[src/rtl/biquad_seq_ctrl.sv]
// biquad_seq_ctrl
//   Sequencer/configurator for one biquad IIR section. Accepts input samples on
//   a valid/ready stream, issues single-cycle bq_valid strobes with a
//   programmable minimum spacing (for multicycle multipliers), captures bq_yout
//   into an output stream and holds double-buffered coefficients behind a
//   simple write port.
//
// Optional feature: define BQ_CFG_READBACK_EN to add the cfg_rdata port
//   (combinational readback of shadow coefficients, div and {busy, enable}).
//   Without it the configuration port is write-only.
//
// Ports
//   clk, nreset            clock, asynchronous active-low reset
//   cfg_we/addr/wdata      config write: 0=b10 1=b11 2=b12 3=a11 4=a12 5=div
//                          6=ctrl (bit0 = enable) 7=ignored
//   cfg_commit, cfg_busy   request/pending shadow->active coefficient copy
//   cfg_rdata              (BQ_CFG_READBACK_EN only) config readback
//   s_valid/s_data/s_ready input sample stream
//   m_valid/m_data/m_ready output sample stream
//   bq_enable, bq_valid,   biquad control, strobe and held input sample
//   bq_x
//   bq_b10..bq_a12         active coefficients
//   bq_yout                biquad output
//
// state   | meaning
// --------+-------------------------------------------------------
// IDLE    | waiting for an accepted sample; commits land here
// STROBE  | bq_valid high for exactly this cycle
// CAPTURE | bq_yout sampled into m_data at the end of this cycle

module biquad_seq_ctrl #(
  parameter int DATAWIDTH = 16,
  parameter int COEFWIDTH = 16,
  parameter int DIVW      = 4,
  parameter int FILL      = 3
) (
  input  logic                 clk,
  input  logic                 nreset,
  input  logic                 cfg_we,
  input  logic [2:0]           cfg_addr,
  input  logic [COEFWIDTH-1:0] cfg_wdata,
  input  logic                 cfg_commit,
  output logic                 cfg_busy,
`ifdef BQ_CFG_READBACK_EN
  output logic [COEFWIDTH-1:0] cfg_rdata,
`endif
  input  logic                 s_valid,
  input  logic [DATAWIDTH-1:0] s_data,
  output logic                 s_ready,
  output logic                 m_valid,
  output logic [COEFWIDTH-1:0] m_data,
  input  logic                 m_ready,
  output logic                 bq_enable,
  output logic                 bq_valid,
  output logic [DATAWIDTH-1:0] bq_x,
  output logic [COEFWIDTH-1:0] bq_b10,
  output logic [COEFWIDTH-1:0] bq_b11,
  output logic [COEFWIDTH-1:0] bq_b12,
  output logic [COEFWIDTH-1:0] bq_a11,
  output logic [COEFWIDTH-1:0] bq_a12,
  input  logic [COEFWIDTH-1:0] bq_yout
);

  localparam int FILLW = (FILL < 1) ? 1 : $clog2(FILL + 1);
  localparam logic [FILLW-1:0] FILL_MAX = FILLW'(FILL);

  typedef enum logic [1:0] {
    ST_IDLE    = 2'd0,
    ST_STROBE  = 2'd1,
    ST_CAPTURE = 2'd2
  } state_t;

  state_t state_q, state_d;

  logic [4:0][COEFWIDTH-1:0] shadow_q;
  logic [4:0][COEFWIDTH-1:0] active_q;
  logic [DIVW-1:0]           div_q;
  logic [DIVW-1:0]           space_q;
  logic [FILLW-1:0]          fill_q;
  logic                      enable_q;
  logic                      busy_q;
  logic                      m_valid_q;
  logic [COEFWIDTH-1:0]      m_data_q;
  logic [DATAWIDTH-1:0]      bq_x_q;

  logic accept;
  logic copy;

  assign s_ready = enable_q & (state_q == ST_IDLE) & (space_q == '0) & ~m_valid_q & ~busy_q;
  assign accept  = s_valid & s_ready;
  // busy already blocks s_ready, so a pending commit always beats an accept.
  assign copy    = busy_q & (state_q == ST_IDLE) & ~accept;

  always_ff @(posedge clk or negedge nreset) begin
    if (!nreset) state_q <= ST_IDLE;
    else         state_q <= state_d;
  end

  always_comb begin
    state_d  = state_q;
    bq_valid = 1'b0;
    case (state_q)
      ST_IDLE:    if (accept) state_d = ST_STROBE;
      ST_STROBE: begin
        bq_valid = 1'b1;
        state_d  = ST_CAPTURE;
      end
      ST_CAPTURE: state_d = ST_IDLE;
      default:    state_d = ST_IDLE;
    endcase
  end

  // Datapath and configuration registers.
  always_ff @(posedge clk or negedge nreset) begin
    if (!nreset) begin
      shadow_q  <= '0;
      active_q  <= '0;
      div_q     <= '0;
      space_q   <= '0;
      fill_q    <= '0;
      enable_q  <= 1'b0;
      busy_q    <= 1'b0;
      m_valid_q <= 1'b0;
      m_data_q  <= '0;
      bq_x_q    <= '0;
    end else begin
      if (accept) bq_x_q <= s_data;

      // Loaded as the strobe begins so pulses are div+1 cycles apart.
      if (accept)              space_q <= div_q;
      else if (space_q != '0)  space_q <= space_q - 1'b1;

      if (m_valid_q && m_ready) m_valid_q <= 1'b0;

      // Fill count is checked before it is bumped, so the first FILL
      // results after reset are dropped.
      if (state_q == ST_CAPTURE) begin
        if (fill_q >= FILL_MAX) begin
          m_valid_q <= 1'b1;
          m_data_q  <= bq_yout;
        end else begin
          fill_q <= fill_q + 1'b1;
        end
      end

      if (copy) begin
        active_q <= shadow_q;
        busy_q   <= 1'b0;
      end else if (cfg_commit) begin
        busy_q <= 1'b1;
      end

      if (cfg_we) begin
        case (cfg_addr)
          3'd0:    shadow_q[0] <= cfg_wdata;
          3'd1:    shadow_q[1] <= cfg_wdata;
          3'd2:    shadow_q[2] <= cfg_wdata;
          3'd3:    shadow_q[3] <= cfg_wdata;
          3'd4:    shadow_q[4] <= cfg_wdata;
          3'd5:    div_q       <= cfg_wdata[DIVW-1:0];
          3'd6:    enable_q    <= cfg_wdata[0];
          default: ;
        endcase
      end
    end
  end

`ifdef BQ_CFG_READBACK_EN
  always_comb begin
    cfg_rdata = '0;
    case (cfg_addr)
      3'd0:    cfg_rdata = shadow_q[0];
      3'd1:    cfg_rdata = shadow_q[1];
      3'd2:    cfg_rdata = shadow_q[2];
      3'd3:    cfg_rdata = shadow_q[3];
      3'd4:    cfg_rdata = shadow_q[4];
      3'd5:    cfg_rdata = COEFWIDTH'(div_q);
      3'd6:    cfg_rdata = COEFWIDTH'({busy_q, enable_q});
      default: cfg_rdata = '0;
    endcase
  end
`endif

  assign cfg_busy  = busy_q;
  assign m_valid   = m_valid_q;
  assign m_data    = m_data_q;
  assign bq_enable = enable_q;
  assign bq_x      = bq_x_q;
  assign bq_b10    = active_q[0];
  assign bq_b11    = active_q[1];
  assign bq_b12    = active_q[2];
  assign bq_a11    = active_q[3];
  assign bq_a12    = active_q[4];

endmodule

[config.mk]
export PLATFORM = sky130hd
export DESIGN_NAME = biquad_seq_ctrl
export DESIGN_NICKNAME = d
export VERILOG_FILES = /design/src/rtl/biquad_seq_ctrl.sv
export SDC_FILE = /design/constraint.sdc
export NUM_CORES = 1
export LEC_CHECK = 0
export CAP_MARGIN = 20
export CORE_AREA = 3 3 157 159
export CTS_BUF_LIST = sky130_fd_sc_hd__clkbuf_8
export DETAILED_ROUTE_END_ITERATION = 6
export DIE_AREA = 0 0 160 162
export PLACE_DENSITY = 0.68
export SLEW_MARGIN = 10
export SYNTH_ARGS = -nofsm -noshare
export SYNTH_HDL_FRONTEND = slang
export SYNTH_SLANG_ARGS = --single-unit
[constraint.sdc]
create_clock -name clk -period 2.8 [get_ports clk]
set_clock_uncertainty 0.1 [all_clocks]
set_input_delay 0.84 -clock clk [delete_from_list [all_inputs] [get_ports clk]]
set_output_delay 0.84 -clock clk [all_outputs]
set_load 0.01 [all_outputs]
Word level (Yosys, flattened, before mapping)
Cells that the tools add are included.
- bits in registers: 207
- bits of input ports: 57
- word-level logic and storage cells: 68
- reductions and logical operators: 16
- bitwise operators: 11
- mux-type cells: 10
- $add $sub $neg: 2
- order comparisons: 1
- eq/ne operators: 9
- operator list (operator ; count):
    2-bit AND reduction ; 9
    3-bit equality test (second input constant) ; 3
    4-bit two-way mux ; 2
    1-bit AND ; 7
    3-bit by 2-bit equality test with 1-bit output (second input constant) ; 2
    1-bit two-way mux ; 6
    4-bit zero test ; 1
    1-bit NOT ; 4
    2-bit one-hot mux with 2 select lines ; 1
    2-bit nonzero test ; 2
    4-bit nonzero test ; 1
    4-bit by 1-bit subtractor with 4-bit output (second input constant) ; 1
    3-bit by 1-bit equality test with 1-bit output (second input constant) ; 1
    3-bit zero test ; 1
    2-bit by 1-bit adder with 2-bit output (second input constant) ; 1
    2-bit by 1-bit equality test with 1-bit output (second input constant) ; 1
    2-bit equality test (second input constant) ; 1
    2-bit greater-or-equal comparator (second input constant) ; 1
    2-bit zero test ; 1
    2-bit two-way mux ; 1
    2-bit inequality test (second input constant) ; 1
    1-bit logical AND ; 1

Logic depth before layout (Yosys ltp)
Gate-level depths: netlist of run 1.
- depth after elaboration: 9
- gate-level depth with buffers: 7
- mapped depth without buffers: 5

Worst setup path after synthesis of run 1
No wires, ideal clock.
- path type: input port to flip-flop
- start: input port cfg_addr[1]
- end: register shadow_q[38] (netlist name)
- path buffers: 2
- required time: 2575 ps
- setup slack: 471 ps
- arrival time: 2104 ps
- stages on the path: 4
- cell sequence: clkbuf_1 -> nor3b_2 -> buf_2 -> mux2_2
- longest elaborated chain between the ends: 2
- RTL lines (element ; line ; RTL):
    start: declaration ; 40 ; input logic [2:0] cfg_addr,
    3-bit by 2-bit equality test with 1-bit output ; 154 ; case (cfg_addr)
    2-bit AND reduction (no line) ; - ;
    end: declaration ; 75 ; logic [4:0][COEFWIDTH-1:0] shadow_q;
No other way between the ends.
A chain may end at the register's enable or synchronous reset.

Worst setup path in the final report of run 1
- start: register space_q[1]
- end: output port s_ready
- longest elaborated chain between the ends: 4
- RTL lines (element ; line ; RTL):
    start: declaration ; 78 ; logic [DIVW-1:0] space_q;
    start signal: assignment ; 130 ; if (accept) space_q <= div_q;
    start signal: assignment ; 131 ; else if (space_q != '0) space_q <= space_q - 1'b1;
    4-bit zero test ; 89 ; assign s_ready = enable_q & (state_q == ST_IDLE) & (space_q == '0) & ~m_valid_q & ~busy_q;
    1-bit AND (3 in a row) ; 89 ;
    end: declaration ; 49 ; output logic s_ready,
No other way between the ends.

==> Implementation_results.wiki, run 1 <==
{| class="wikitable"
! Metric !! Value
|-
| LEAKAGE || around 4.7 nW
|-
| Least-Margin Pin Slew || around 0.76 ns
|-
| Root Driver || clkbuf_8
|-
| Initial Utilization || 0.338
|-
| Critical Path Start Type || register
|-
| Upper clock frequency limit || approximately 370 MHz
|-
| Type of the tightest min-delay check || input pin to async pin
|-
| Number of global-route vias before repair || 5321
|-
| Row cnt || 56
|-
| YS warnings || 0
|-
| Total number of vias || between 4000 and 5000
|-
| Die height || roughly 160 um
|-
| Result of the run || finished, final reports clean
|-
| Clock Tree Buf Depth || 3
|-
| Yosys reg bits || 207
|-
| Max transition margin || 0.493
|-
| Number of violations of the max-capacitance limit || 0
|-
| First DRT Iteration DRCs || about 110
|-
| Post-Syn Area || between 7000 and 8000 um^2
|-
| Net count reported at finish || 751
|-
| Detailed-routing iteration count for the pre-antenna-repair pass || 4
|-
| Total number of H-tree levels || 2
|-
| Top FF cell, synth || dfrtp_1
|-
| Reg clk slew, reported paths || 0.06 ns
|-
| Unrepaired setup endpoints after global routing || false
|-
| Number of enable flip-flop cells after synthesis || 0
|-
| Number of top-level pins || about 170
|-
| Num CTS Buffers || 35
|-
| Avg Cell Area, Syn || about 17 um^2
|-
| Fraction of post-synthesis cell area in the top cell type by area || 0.655
|-
| Async set-reset flop share out of synthesis || 1.00
|-
| Total track usage || 0.141
|-
| Post-layout minimum cycle time || approximately 2.7 ns
|-
| CTS tree || yes
|-
| Pins Over Slew Limit || 0
|-
| Floorplan die width || 160 um
|-
| Crit path required time || between 1.5 and 2 ns
|-
| Final setup vio count || 0
|-
| Detailed-route DRC error count || 0
|-
| Part of the cycle the worst path needs || 0.958
|-
| Most frequent standard cell in the layout excluding fill and tap cells || dfrtp_1
|-
| Kind of capture point of the worst setup path || primary output
|-
| Synth Instances || between 400 and 500
|-
| Sequential area share after synthesis || 0.655
|-
| Commonest cells after routing, fill and taps aside || 207 x dfrtp_1, 189 x mux2_2, 171 x clkdlybuf4s50_1
|-
| Wire length of the first global-routing pass || around 29000 um
|-
| Cell types occupying the most area after synthesis || dfrtp_1 65%, mux2_2 27%, mux2_4 1.7%
|-
| Final hold violations || 0
|-
| Number of input and output port buffers inserted || 173
|-
| Area growth, synth to finish || 38.1%
|-
| Highest fanout seen on the critical path || 3
|-
| Place WS || approximately 0.13 ns
|-
| DR vias/cell || approximately 4.6
|-
| Setup CP Type || register to primary output
|-
| Final WS setup || 0.117 ns
|-
| Post-synthesis net count || roughly 530
|-
| Arrival time at the worst endpoint || between 1.5 and 2 ns
|-
| Detailed placement HPWL || between 10000 and 15000 um
|-
| Sum Neg Setup Slack || 0 ns
|-
| Die area || 25900 um^2
|-
| Total wire length || 18300 um
|-
| TritonCTS Sinks || 207
|-
| Last weighted congestion value of the routability-driven placer || between 0.7 and 0.8
|-
| Maximum number of pins on one net before global-route repair || between 60 and 70
|-
| Largest area contributor in the netlist || dfrtp_1
|-
| DR WL/cell || around 18 um
|-
| Core outline area || 23400 um^2
|-
| Pwr/cell area || 1030 nW/um^2
|-
| Ratio of cells with drive above 1 in the final layout || 0.401
|-
| Peak VDD IR || between 500 and 600 uV
|-
| Antenna violations before repair || 0
|-
| Antenna Diode Count || 0
|-
| Source-to-sink clock delay at the later pin of the worst-skew pair || about 0.49 ns
|-
| Number of nets with antenna violations after routing || 0
|-
| Netlist cell types || 33
|-
| Global route overflow || 0
|}
==> kinds of logic (layout without fill, tap and decap cells) <==
logic type / after synthesis / after routing / synth area share
flip-flops: 207 / 207 / 0.655
multiplexers: 198 / 198 / 0.286
AND/OR/NAND/NOR: 28 / 28 / 0.0263
XOR/XNOR: 2 / 2 / 0.00221
AO/OA/AOI/OAI: 11 / 11 / 0.00981
buffers and inverters: 23 / 262 / 0.0160
adder cells (fa/ha/maj): 3 / 3 / 0.00475
==> synthesized netlist by cell type (3+ instances only) <==
library cell,count
clkbuf_1,4
nand4b_1,3
mux2_2,189
buf_2,13
nor2b_1,3
ha_1,3
mux2_4,9
dfrtp_1,207
inv_1,4
a41oi_1,3
nor2_1,3
==> critical path, stage by stage, from the launching register on <==
cell     delay [ns]
dfrtp_1        0.39
inv_2          0.07
ha_2           0.18
or3b_4         0.38
nor2_2         0.10
buf_2          0.13
==> power by group <==
part / total, W / switching (W) / internal [W]
clock: 0.00257 / 0.00111 / 0.00146
sequential: 0.00463 / 0.000589 / 0.00404
combinational: 0.00401 / 0.00151 / 0.00249
total: 0.0112 / 0.00321 / 0.00800
==> area by class of cell <==
cell class	instances	area, um^2
fillers	2042	12500
flip-flops and latches	207	5180
well taps	319	399
repair buffers	201	2020
multi-input cells	242	2640
inverters	4	15.0
clock buffers	43	592
clock inverters	14	81.3
==> path summary, 6_finish.rpt <==
kind,start,to,slack (ns),cells after the start
min in group clk,fill_q[0],fill_q[0],0.38,1
worst min register to register,fill_q[0],fill_q[0],0.38,1
worst min-delay path,nreset,bq_a11[5],0.23,1
max in group asynchronous,nreset,bq_a11[14],1.67,2
worst max register to register,space_q[1],bq_x[2],0.59,7
worst max-delay path,space_q[1],s_ready,0.12,5
==> stage by stage <==
step	utilization	area, um^2	instances	power, W	hold slack, ns
after global routing	0.467	10900	1030	0.0119	0.225
final	0.467	10900	1030	0.0112	0.233
after detailed placement	0.437	10200	969	0.00869	0.376
after CTS	0.466	10900	1028	0.0114	0.206
after floorplan	-	7910	472	0.00650	0.348
after global placement	0.437	10200	969	0.00852	0.361
==> sequential cells by signal (all words and copies together) (netlist names), 2 cells and up <==
signal,flops
bq_b11,16
shadow_q,80
bq_a11,16
m_data,16
bq_b10,16
space_q,4
bq_x,16
bq_a12,16
fill_q,2
state_q,2
div_q,4
bq_b12,16
==> layer usage <==
metal  vias up  part of all wire  GRT usage
met1      2471              0.40      0.164
li1       2130                 -          -
met4         0             0.019     0.0422
met2       128              0.52      0.252
met5         -                 0          0
met3        33             0.058     0.0416
==> timing repair <==
item | 4_1_cts | 5_1_grt
pin swaps | 0 | 1
setup buffers | 2 | 2
hold buffers | 0 | 0
gates resized for setup | 5 | 4
setup endpoints to repair | 1 | 1
gates cloned | 0 | 0
Power figures use the tool's default switching activity.
==> run 2, diff against run 1 <==
TNS_END_PERCENT = 10   (was default)
==> results of run 2 <==
The final DEF is identical to that of run 1; final timing and power are the same.
==> run 3, diff against run 2 <==
CORE_AREA = 3 3 128 130   (was 3 3 157 159)
DIE_AREA = 0 0 131 133   (was 0 0 160 162)
PLACE_DENSITY = 0.92   (was 0.68)
==> run 3 against run 2 <==
Compared with the run above:
- wire length shrank 3.5%
- non-clock buffer count shrank 11
- core utilization rose by 24 points
- count of clock-buffer cells in the layout increased by 2
- combinational power barely moved
- sequential power about the same
- first-iteration DRC count is 67% higher
- via count is 0.19% higher
==> Implementation_results.wiki, run 3 (synthesized netlist as in run 1, its figures left out) <==
{| class="wikitable"
! Metric !! Value
|-
| Result of the run || finished, final reports clean
|-
| Worst path buffer plus inverter count || 2 (unchanged)
|-
| Worst r2r src || space_q[0]
|-
| Area growth, synth to finish || 36.0%
|-
| Number of global-route vias before repair || 5363 (+0.79%)
|-
| LEAKAGE || 4.67 nW (-0.81%)
|-
| Upper clock frequency limit || 367 MHz (-1.6%)
|-
| Root Driver || clkbuf_8
|-
| Final setup vio count || 0 (unchanged)
|-
| Place WS || 0.114 ns (-0.0152 ns)
|-
| Num CTS Buffers || 35 (unchanged)
|-
| Final Power || 0.0112 W (+0.29%)
|-
| Total track usage || 0.206 (+0.0658)
|-
| Type of the tightest min-delay check || input pin to async pin
|-
| Unrepaired setup endpoints after global routing || false
|-
| Clock power share || 0.231 (+0.002)
|-
| Slowest stage cell on the critical path || or3b_4
|-
| Maximum cell stage delay along the critical path || 0.40 ns (about the same)
|-
| Die height || 133 um (-18%)
|-
| Floorplan die width || 131 um (-18%)
|-
| Pwr/cell area || 1050 nW/um^2 (+1.9%)
|-
| Highest fanout seen on the critical path || 3 (unchanged)
|-
| Maximum number of pins on one net before global-route repair || 61 (-1.6%)
|-
| Detailed-route DRC error count || 0 (unchanged)
|-
| Critical Path Start Type || register
|-
| Die area || 17400 um^2 (-33%)
|-
| WHS || 0.215 ns (-0.0183 ns)
|-
| Net count reported at finish || 740 (-1.5%)
|-
| Top register by number of flip-flops || shadow_q
|-
| Final hold violations || 0 (unchanged)
|-
| Global route overflow || 0 (unchanged)
|-
| Last weighted congestion value of the routability-driven placer || 0.789 (+3.4%)
|-
| Number of top-level pins || 174 (unchanged)
|-
| Row cnt || 45 (-20%)
|-
| Terminus of the critical flop-to-flop path || bq_x[0]
|-
| Detailed-routing iteration count for the pre-antenna-repair pass || 4 (unchanged)
|-
| Total wire length || 17600 um (-3.5%)
|-
| Flip-flop count of the largest register, all copies and words added || 80 (unchanged)
|-
| First DRT Iteration DRCs || 180 (+67%)
|-
| Arrival time at the worst endpoint || 1.79 ns (+0.05 ns)
|-
| DR vias/cell || 5.20 (+12%)
|-
| Initial Utilization || 0.518 (+0.180)
|-
| CTS tree || yes
|-
| Ratio of cells with drive above 1 in the final layout || 0.390 (-0.0105)
|-
| Relative contribution of sequential cells to total power || 0.414 (about the same)
|-
| Most frequent standard cell in the layout excluding fill and tap cells || dfrtp_1
|-
| Antenna violations before repair || 0 (unchanged)
|-
| Last element of the critical path || s_ready
|-
| Core outline area || 15300 um^2 (-35%)
|-
| Detailed placement HPWL || 12000 um (-6.6%)
|-
| Sum Neg Setup Slack || 0 ns (unchanged)
|-
| DR WL/cell || 19.2 um (+8.3%)
|-
| Setup CP Type || register to primary output
|-
| Kind of capture point of the worst setup path || primary output
|-
| Final WS setup || 0.0744 ns (-0.0427 ns)
|-
| Switching component of the power || 0.00328 W (+2.2%)
|-
| Peak VDD IR || 648 uV (+9.9%)
|-
| Clock Tree Buf Depth || 3 (unchanged)
|-
| Pins Over Slew Limit || 0 (unchanged)
|-
| Worst path depth || 5 (unchanged)
|-
| Wire length of the first global-routing pass || 28200 um (-3.4%)
|-
| Worst r2r path cells || 7 (unchanged)
|-
| Reg clk slew, reported paths || 0.06 ns (about the same)
|-
| Commonest cells after routing, fill and taps aside || 207 x dfrtp_1, 189 x mux2_2, 171 x clkdlybuf4s50_1
|-
| Internal power || 0.00796 W (-0.48%)
|-
| Number of nets with antenna violations after routing || 0 (unchanged)
|-
| Number of input and output port buffers inserted || 173 (unchanged)
|-
| Total number of vias || 4771 (+0.19%)
|-
| TritonCTS Sinks || 207 (unchanged)
|-
| Proportion of total power due to net switching || 0.292 (+0.00552)
|-
| Antenna Diode Count || 0 (unchanged)
|-
| Register-to-register setup slack || 0.56 ns (-0.03 ns)
|-
| Gate power share || 0.355 (-0.003)
|-
| Post-layout minimum cycle time || 2.73 ns (+0.0427 ns)
|-
| Least-Margin Pin Slew || 0.768 ns (+0.00931 ns)
|-
| Top Family by Delay on Critical Path || simple AND/OR/NAND/NOR gates
|-
| Total number of H-tree levels || 2 (unchanged)
|-
| CP cell instances || inv_1 > ha_1 > or3b_4 > nor2_2 > buf_2
|-
| Number of violations of the max-capacitance limit || 0 (unchanged)
|-
| Max transition margin || 0.487 (-0.00623)
|-
| Launch point of the critical path || space_q[0]
|-
| Part of the cycle the worst path needs || 0.973 (+0.0153)
|-
| Number of hold buffers added after cts || 0 (unchanged)
|-
| Source-to-sink clock delay at the later pin of the worst-skew pair || 0.51 ns (+0.02 ns)
|-
| Crit path required time || 1.86 ns (about the same)
|}
[run 3: cell count changes in the layout (fill, tap and decap cells not counted), moves of 2 or more]
| cell | delta |
|---|---|
| inv_1 | +4 |
| clkinvlp_4 | +3 |
| inv_2 | -2 |
| buf_12 | +2 |
| clkbuf_8 | +2 |
| buf_4 | -13 |
[run 3: per-layer routing]
metal	routed length, um	vias to the layer above	GRT usage
met5	0	-	0
met4	352	0	0.0726
met1	6780	2480	0.250
met2	9540	147	0.358
li1	-	2112	-
met3	960	32	0.0476
[run 3: final cells by class]
cell class                 instances  area, um^2
sequential                       207        5180
multi-input combinational        242        2630
tap                              211         264
clock buffer                      45         619
clock inverter                    19        86.3
inverter                           4        15.0
fill                             977        4500
timing repair buffer             190        1960
[run 3: worst min-delay path by stage]
| stage | slack, ns | from | depth (start not counted) | end |
|---|---|---|---|---|
| floorplan | 0.35 | fill_q[0] | 1 | fill_q[0] |
| detailed placement | 0.37 | fill_q[0] | 1 | fill_q[0] |
| global route | 0.23 | nreset | 1 | m_data[14] |
| CTS | 0.21 | nreset | 1 | shadow_q[76] |
| global placement | 0.36 | fill_q[0] | 1 | fill_q[0] |
| finish | 0.21 | nreset | 1 | m_data[14] |
[run 3: power by group through the flow]
stage               Clock (W)  Combinational [W]  Sequential, W
floorplan                   0            0.00162        0.00488
global placement            0            0.00382        0.00461
detailed placement          0            0.00398        0.00470
CTS                   0.00267            0.00404        0.00466
global route          0.00281            0.00427        0.00477
finish                0.00260            0.00399        0.00465
[run 3: per-stage QoR]
| stage | instance area (um^2) | utilization | cells |
|---|---|---|---|
| 2_1_floorplan | 7910 | - | 472 |
| 3_3_place_gp | 10000 | 0.658 | 852 |
| 3_5_place_dp | 10000 | 0.658 | 852 |
| 4_1_cts | 10800 | 0.705 | 918 |
| 5_1_grt | 10800 | 0.705 | 918 |
| 6_report | 10800 | 0.705 | 918 |
[run 3: what timing repair did]
item,4_1_cts,5_1_grt
resized for setup,4,2
gates cloned,0,0
setup buffers,2,0
endpoints found under the setup margin,1,1
pin swaps,1,0
